### src/rtl/rx_unstuff_shift.sv
// rx_unstuff_shift: receive-side bit unstuffer and byte assembler.
// Bits are assembled LSB-first. After six consecutive data ones, the next
// strobed bit is a stuffed bit and is dropped. Completed bytes are
// presented on rx_byte together with a one-cycle byte_valid pulse.
// An EOP that arrives while a byte is only partly assembled gives a
// one-cycle pulse on partial.
// Optional feature: define STUFF_ERR_EN to flag a 1 in a stuffed-bit
// position on the sticky stuff_error output. When the macro is undefined,
// stuff_error is tied to 0.
module rx_unstuff_shift (
  input  logic       clk,
  input  logic       n_rst,
  input  logic       d_orig,
  input  logic       shift_enable,
  input  logic       eop,
  input  logic       clear,
  output logic [7:0] rx_byte,
  output logic       byte_valid,
  output logic       stuff_error,
  output logic       partial
);

  logic [7:0] sr_q, sr_d;
  logic [2:0] bit_cnt_q, bit_cnt_d;
  logic [2:0] ones_cnt_q, ones_cnt_d;
  logic [7:0] rx_byte_q, rx_byte_d;
  logic       byte_valid_q, byte_valid_d;
  logic       partial_q, partial_d;

  // A bit sits in a stuffed position when the six bits before it were all ones.
  logic stuff_pos;
  assign stuff_pos = (ones_cnt_q == 3'd6);

  // Next-state logic. clear has priority over EOP, and EOP has priority over data.
  always_comb begin
    sr_d         = sr_q;
    bit_cnt_d    = bit_cnt_q;
    ones_cnt_d   = ones_cnt_q;
    rx_byte_d    = rx_byte_q;
    byte_valid_d = 1'b0;
    partial_d    = 1'b0;
    if (clear) begin
      sr_d       = 8'h00;
      bit_cnt_d  = 3'd0;
      ones_cnt_d = 3'd0;
      rx_byte_d  = 8'h00;
    end else if (shift_enable && eop) begin
      sr_d       = 8'h00;
      bit_cnt_d  = 3'd0;
      ones_cnt_d = 3'd0;
      partial_d  = (bit_cnt_q != 3'd0);
    end else if (shift_enable) begin
      if (stuff_pos) begin
        // The stuffed bit is dropped. The byte position does not advance.
        ones_cnt_d = 3'd0;
      end else begin
        sr_d       = {d_orig, sr_q[7:1]};
        bit_cnt_d  = bit_cnt_q + 3'd1;
        ones_cnt_d = d_orig ? (ones_cnt_q + 3'd1) : 3'd0;
        if (bit_cnt_q == 3'd7) begin
          rx_byte_d    = {d_orig, sr_q[7:1]};
          byte_valid_d = 1'b1;
        end
      end
    end
  end

  // State and registered outputs, with synchronous active-low reset.
  always_ff @(posedge clk) begin
    if (!n_rst) begin
      sr_q         <= 8'h00;
      bit_cnt_q    <= 3'd0;
      ones_cnt_q   <= 3'd0;
      rx_byte_q    <= 8'h00;
      byte_valid_q <= 1'b0;
      partial_q    <= 1'b0;
    end else begin
      sr_q         <= sr_d;
      bit_cnt_q    <= bit_cnt_d;
      ones_cnt_q   <= ones_cnt_d;
      rx_byte_q    <= rx_byte_d;
      byte_valid_q <= byte_valid_d;
      partial_q    <= partial_d;
    end
  end

`ifdef STUFF_ERR_EN
  logic stuff_error_q, stuff_error_d;

  // Sticky error flag: set by a 1 in a stuffed position, cleared only by clear or reset.
  always_comb begin
    stuff_error_d = stuff_error_q;
    if (clear) begin
      stuff_error_d = 1'b0;
    end else if (shift_enable && !eop && stuff_pos && d_orig) begin
      stuff_error_d = 1'b1;
    end
  end

  // Register for the sticky error flag.
  always_ff @(posedge clk) begin
    if (!n_rst) begin
      stuff_error_q <= 1'b0;
    end else begin
      stuff_error_q <= stuff_error_d;
    end
  end

  assign stuff_error = stuff_error_q;
`else
  assign stuff_error = 1'b0;
`endif

  assign rx_byte    = rx_byte_q;
  assign byte_valid = byte_valid_q;
  assign partial    = partial_q;

endmodule
### config.mk
export PLATFORM = sky130hd
export DESIGN_NAME = rx_unstuff_shift
export DESIGN_NICKNAME = d
export VERILOG_FILES = /design/src/rtl/rx_unstuff_shift.sv
export SDC_FILE = /design/constraint.sdc
export NUM_CORES = 1
export LEC_CHECK = 0
export BUFFER_PORTS_ARGS = -buffer_cell sky130_fd_sc_hd__buf_2
export CAP_MARGIN = 20
export CORE_MARGIN = 5
export CORE_UTILIZATION = 48
export CTS_CLUSTER_DIAMETER = 50
export CTS_CLUSTER_SIZE = 24
export DETAILED_ROUTE_END_ITERATION = 10
export PLACE_DENSITY = 0.78
export SETUP_SLACK_MARGIN = 0.4
export SLEW_MARGIN = 20
export SYNTH_ARGS = -nofsm -noshare
export SYNTH_HDL_FRONTEND = slang
export SYNTH_SLANG_ARGS = --single-unit
export TNS_END_PERCENT = 5
### constraint.sdc
create_clock -name clk -period 1.2 [get_ports clk]
set_input_delay 0 -clock clk [delete_from_list [all_inputs] [get_ports clk]]
set_output_delay 0 -clock clk [all_outputs]
set_load 0.01 [all_outputs]
[Word-level counts from Yosys, hierarchy flattened]
Index checks and enable logic that the tools add are counted.
Cells by class
  reductions and logical operators: 8
  equality and inequality tests: 2
  mux-type cells: 3
  bitwise logic cells: 4
  add/subtract/negate cells: 2
Operator list (number)
  $add A3 B1 Y3 const B: 2
  $eq A3 B3 Y1 const B: 2
  $mux W3: 2
  $reduce_or A3 Y1: 2
  $reduce_or A5 Y1: 1
  $not A1 Y1: 4
  $reduce_and A4 Y1: 1
  $reduce_bool A3 Y1: 1
  $reduce_and A2 Y1: 1
  $reduce_or A2 Y1: 1
  $logic_and A1 B1 Y1: 1
  $mux W1: 1
Storage, ports and cells
  output and inout port bits: 11
  flip-flop bits (word level): 24
  word-level logic and storage cells: 25

[Logic depth before layout (Yosys ltp)]
  depth after elaboration: 3
  mapped depth: 7
  mapped depth without buffers: 5

[Worst setup path after synthesis]
OpenSTA, ideal clock, no wires.
  kind: flip-flop to flip-flop
  start: register ones_cnt_q[0]
  end: register bit_cnt_q[1]
  setup slack: -77 ps
  setup time: 123 ps
  period minus slack after synthesis: 1277 ps
  stages on the path, launching flop included: 8
  data arrival time: 1154 ps
  path through: dfxtp_1 > inv_1 > ha_1 > a21bo_1 > buf_6 > buf_12 > nand2_2 > a21oi_2
Between the ends
  longest elaborated chain between the ends: 3
Ends and longest elaborated chain
  from (decl): RTL line 25  | logic [2:0] ones_cnt_q, ones_cnt_d;
  from (signal assigned): RTL line 80  | ones_cnt_q <= ones_cnt_d;
  $eq A3 B3 Y1: RTL line 32  | assign stuff_pos = (ones_cnt_q == 3'd6);
  $not A1 Y1 (no line)
  $reduce_and A2 Y1 (no line)
  to (signal assigned): RTL line 79  | bit_cnt_q <= bit_cnt_d;
  to (decl): RTL line 24  | logic [2:0] bit_cnt_q, bit_cnt_d;
Every way passes these cells.
A chain may end at the register's enable or synchronous reset.

[Worst setup path in the final report]
  start: register ones_cnt_q[0]
  end: register rx_byte_q[0], in the netlist rx_byte[0]
Between the ends
  longest elaborated chain between the ends: 3
Ends and longest elaborated chain
  $eq A3 B3 Y1: RTL line 32
  $not A1 Y1 (no line)
  $reduce_and A4 Y1 (no line)
  to (signal assigned): RTL line 81  | rx_byte_q <= rx_byte_d;
  to (decl): RTL line 26  | logic [7:0] rx_byte_q, rx_byte_d;
Every way passes these cells.

==> results summary <==
The flow ran to the end, but the final reports show violations. The final reports fail on setup timing. The fmax is 787 MHz. The clock network latency to the later pin of the worst-skew pair is 320 ps. The number of design-rule violations left by the first detailed-router iteration came out at 17. The floorplan has 16 rows. In the routed design, unresolved DRC markers number 0. The number of routed nets with antenna violations is 0. Leaving out fill and tap cells, the most frequent cell in the layout is sky130_fd_sc_hd__dfxtp_1. The tool flagged a number of max-cap violations equal to 0. The final cell utilization of the core is 0.723. The detailed-route vias per instance is 5.16.

The cell sitting at the root of the clock tree is a sky130_fd_sc_hd__clkbuf_4. The net count after synthesis is 125. The final clock period utilization by the worst path came out at 1.06.

The area growth from synthesis to layout is 39.6%. The number of nets in the finished design is 158. The cell internal power dissipation came out at 0.960 mW. On the final layout, the worst clock skew is 5.92 ps. Once placement completed, the tool counted placed cells totaling 163.

Summing every instance area after synthesis gives 1040 um^2. The number of buffers added on ports came out at 15. In this design, the stage delay of the slowest critical-path cell is 360 ps. The multi-input combinational cells in the finished layout cover a total of 617 um^2. The count of endpoints failing hold in the final timing report is 0. The maximum number of pins on one net before global-route repair is 22. The synthesis warning total is 0. The total global routing overflow is 0. After clock tree synthesis, the clock-pin slew on the worst setup and hold paths is 130 ps. After layout, the worst setup slack is -70.4 ps. The average instance area after synthesis is 9.09 um^2.

Setup violations remaining at the end of the flow were counted as 21. The time the final worst path needs with I/O delays and setup came out at 1270 ps. The total global-route track usage came out at 0.155. The number of inserted filler cells in the final layout came out at 147.

The sink count of the clock tree came out at 23. The die span in y came out at 56.5 um. The part of the power in the clock network is 0.284. The number of buffers created by CTS came out at 3.

The die covers 3190 um^2. The path class of the tightest hold or removal check is primary input to flip-flop. Summed over all cells, the static leakage comes to 0.605 nW. The routability congestion estimate from global placement is 0.742. The TritonCTS clock tree is done. The critical path goes through inv_2 -> ha_4 -> a21boi_4 -> clkbuf_16 -> nand3_1 -> a21oi_1. No sink is reached through more buffers than the 2 on the longest clock path. On the critical path, the stage with the largest delay is an instance of sky130_fd_sc_hd__dfxtp_2. The power density relative to cell area is 884 nW/um^2. For this block, the routed nets add up to 2.41 mm of wire. The first-pass GRT wire length is 3.95 mm. The initial antenna violation count was 0. Summed over all nets, the half-perimeter wirelength after detailed placement is 1.61 mm. The highest net fanout along the worst path came out at 10.

The required time of the critical path came out at 1460 ps. The worst supply voltage drop on vdd came out at 0.000877 V. The H-tree depth reported by CTS came out at 1.

The final antenna diode count came out at 0. The post-synthesis sequential element count came out at 23. Once layout is complete, the cells apart from fillers number 173.

STA classifies the critical path endpoint as a flip-flop. STA classifies the critical path startpoint as a flip-flop. The iteration count of the initial detailed-routing pass is 4. The arrival time at the worst endpoint is 1540 ps. The die is 56.5 um wide.

Of the post-synthesis cell area, the dominant cell type holds 0.444. Of the cells placed in the final design, the portion with a size suffix greater than 1 is 0.493. Of the total power, the share spent switching nets is 0.249.

The part of the power in combinational logic is 0.112. The final routed wire length divided by cell count is 13.9 um. The count of mapped cells out of synthesis is 114. The final max-slew violation count is 0. The share of total power dissipated in sequential elements is 0.604. In the layout the commonest cells are sky130_fd_sc_hd__dfxtp_1, sky130_fd_sc_hd__buf_2, sky130_fd_sc_hd__nand2_1, sky130_fd_sc_hd__buf_4, sky130_fd_sc_hd__a21oi_2. The via count of the first global-routing pass is 856. Setup repair after global routing could not meet its margin everywhere. The critical path start-end classification is flip-flop to flip-flop.

The number of distinct library cells after synthesis is 25. The detailed-route via count came out at 892. The initial core utilization came out at 0.518. Yosys attributes the largest share of cell area to sky130_fd_sc_hd__dfxtp_1, sky130_fd_sc_hd__a21oi_2, sky130_fd_sc_hd__ha_1. The total power of the final layout is 1.28 mW. The net switching power is 0.318 mW. Summing all flip-flop and latch instances after layout gives 467 um^2.

The largest total area in the synthesized netlist belongs to sky130_fd_sc_hd__dfxtp_1. For this run, the register share of the synthesized area comes to 0.444. Pin placement for this block handled 17 I/O pins. The core area is 2000 um^2.
==> metal layers <==
layer	wire length (um)	GRT usage	vias up
met2	1260	0.264	13
met1	1040	0.192	432
met4	19	0.0305	0
li1	-	-	444
met3	93	0.0459	3
met5	0	0	-
==> kinds of logic (layout without fill, tap and decap cells) <==
kind of cell | after synthesis | count (layout) | synth area share
buffers and inverters | 12 | 44 | 0.0797
DFF | 23 | 23 | 0.444
xor gates and xnor gates | 1 | 1 | 0.00846
adders and majority gates | 5 | 5 | 0.0604
AOI/OAI and AO/OA | 31 | 31 | 0.193
other | 1 | 1 | 0.00362
and+or+nand+nor | 41 | 41 | 0.210
==> worst max-delay path: cells and delay by family, from the launching register on <==
| kind | cells | cell delay, ps |
|---|---|---|
| flops | 1 | 360 |
| simple gates | 1 | 90 |
| compound gates | 2 | 350 |
| fa+ha+maj | 1 | 170 |
| buf+inv | 2 | 250 |
==> metrics by stage <==
step | setup TNS (ps) | worst slack [ps] | hold WS [ps] | area (um^2)
after floorplan | 0 | 24.2 | 145 | 1130
after global placement | -1670 | -142 | 296 | 1290
after detailed placement | -2390 | -194 | 318 | 1290
after CTS | -49.9 | -18.4 | 14.2 | 1380
after global routing | -1690 | -131 | 65.7 | 1450
final | -640 | -70.4 | 25.4 | 1450
==> power groups by stage <==
stage	Combinational (mW)	Sequential, mW	Clock, mW
after CTS	0.127	0.772	0.380
after global placement	0.110	0.789	0
after global routing	0.154	0.773	0.396
after floorplan	0.0783	0.789	0
final	0.143	0.772	0.363
after detailed placement	0.113	0.789	0
==> Yosys cell counts <==
master and n:
sky130_fd_sc_hd__inv_1 4, sky130_fd_sc_hd__nor2b_1 2, sky130_fd_sc_hd__a21boi_2 1, sky130_fd_sc_hd__buf_4 3, sky130_fd_sc_hd__a32oi_1 1, sky130_fd_sc_hd__nand2b_1 3
sky130_fd_sc_hd__o21ai_0 8, sky130_fd_sc_hd__nor3_4 1, sky130_fd_sc_hd__nand2_2 9, sky130_fd_sc_hd__a21oi_2 8, sky130_fd_sc_hd__ha_1 5, sky130_fd_sc_hd__buf_6 1
sky130_fd_sc_hd__nand3b_1 1, sky130_fd_sc_hd__nand3_1 9, sky130_fd_sc_hd__nor2_1 1, sky130_fd_sc_hd__dfxtp_1 23, sky130_fd_sc_hd__clkbuf_1 1, sky130_fd_sc_hd__a21oi_1 12
sky130_fd_sc_hd__buf_2 2, sky130_fd_sc_hd__conb_1 1, sky130_fd_sc_hd__nor3_1 1, sky130_fd_sc_hd__xor2_1 1, sky130_fd_sc_hd__a21bo_1 1, sky130_fd_sc_hd__buf_12 1
sky130_fd_sc_hd__nand2_1 14
==> cell type report <==
| class | count | share of cell area |
|---|---|---|
| clock buffer | 3 | 0.0156 |
| timing repair buffer | 36 | 0.198 |
| inverter | 4 | 0.0104 |
| clock inverter | 1 | 0.00346 |
| sequential | 23 | 0.323 |
| tap | 27 | 0.0234 |
| multi-input combinational | 79 | 0.426 |
==> state kept, by name (all words and copies together), names as in the netlist <==
signal / flops
partial: 1
byte_valid: 1
ones_cnt_q: 3
sr_q: 7
rx_byte: 8
bit_cnt_q: 3
==> path summary, 6_finish.rpt <==
| path | startpoint | endpoint | slack (ps) | cells past startpoint |
|---|---|---|---|---|
| setup / recovery | ones_cnt_q[0] | rx_byte[0] | -70 | 6 |
| hold / removal | eop | rx_byte[5] | 30 | 4 |
| setup reg to reg | ones_cnt_q[0] | rx_byte[0] | -70 | 6 |
| hold reg to reg | rx_byte[0] | rx_byte[0] | 490 | 2 |
==> timing repair <==
item	in CTS	in global routing
cloned	0	1
setup buffers	1	0
hold buffers	4	0
endpoints found under the hold margin	5	0
gates resized for setup	8	10
setup endpoints to repair	27	33
pin swaps	1	4
Power figures use the tool's default switching activity.
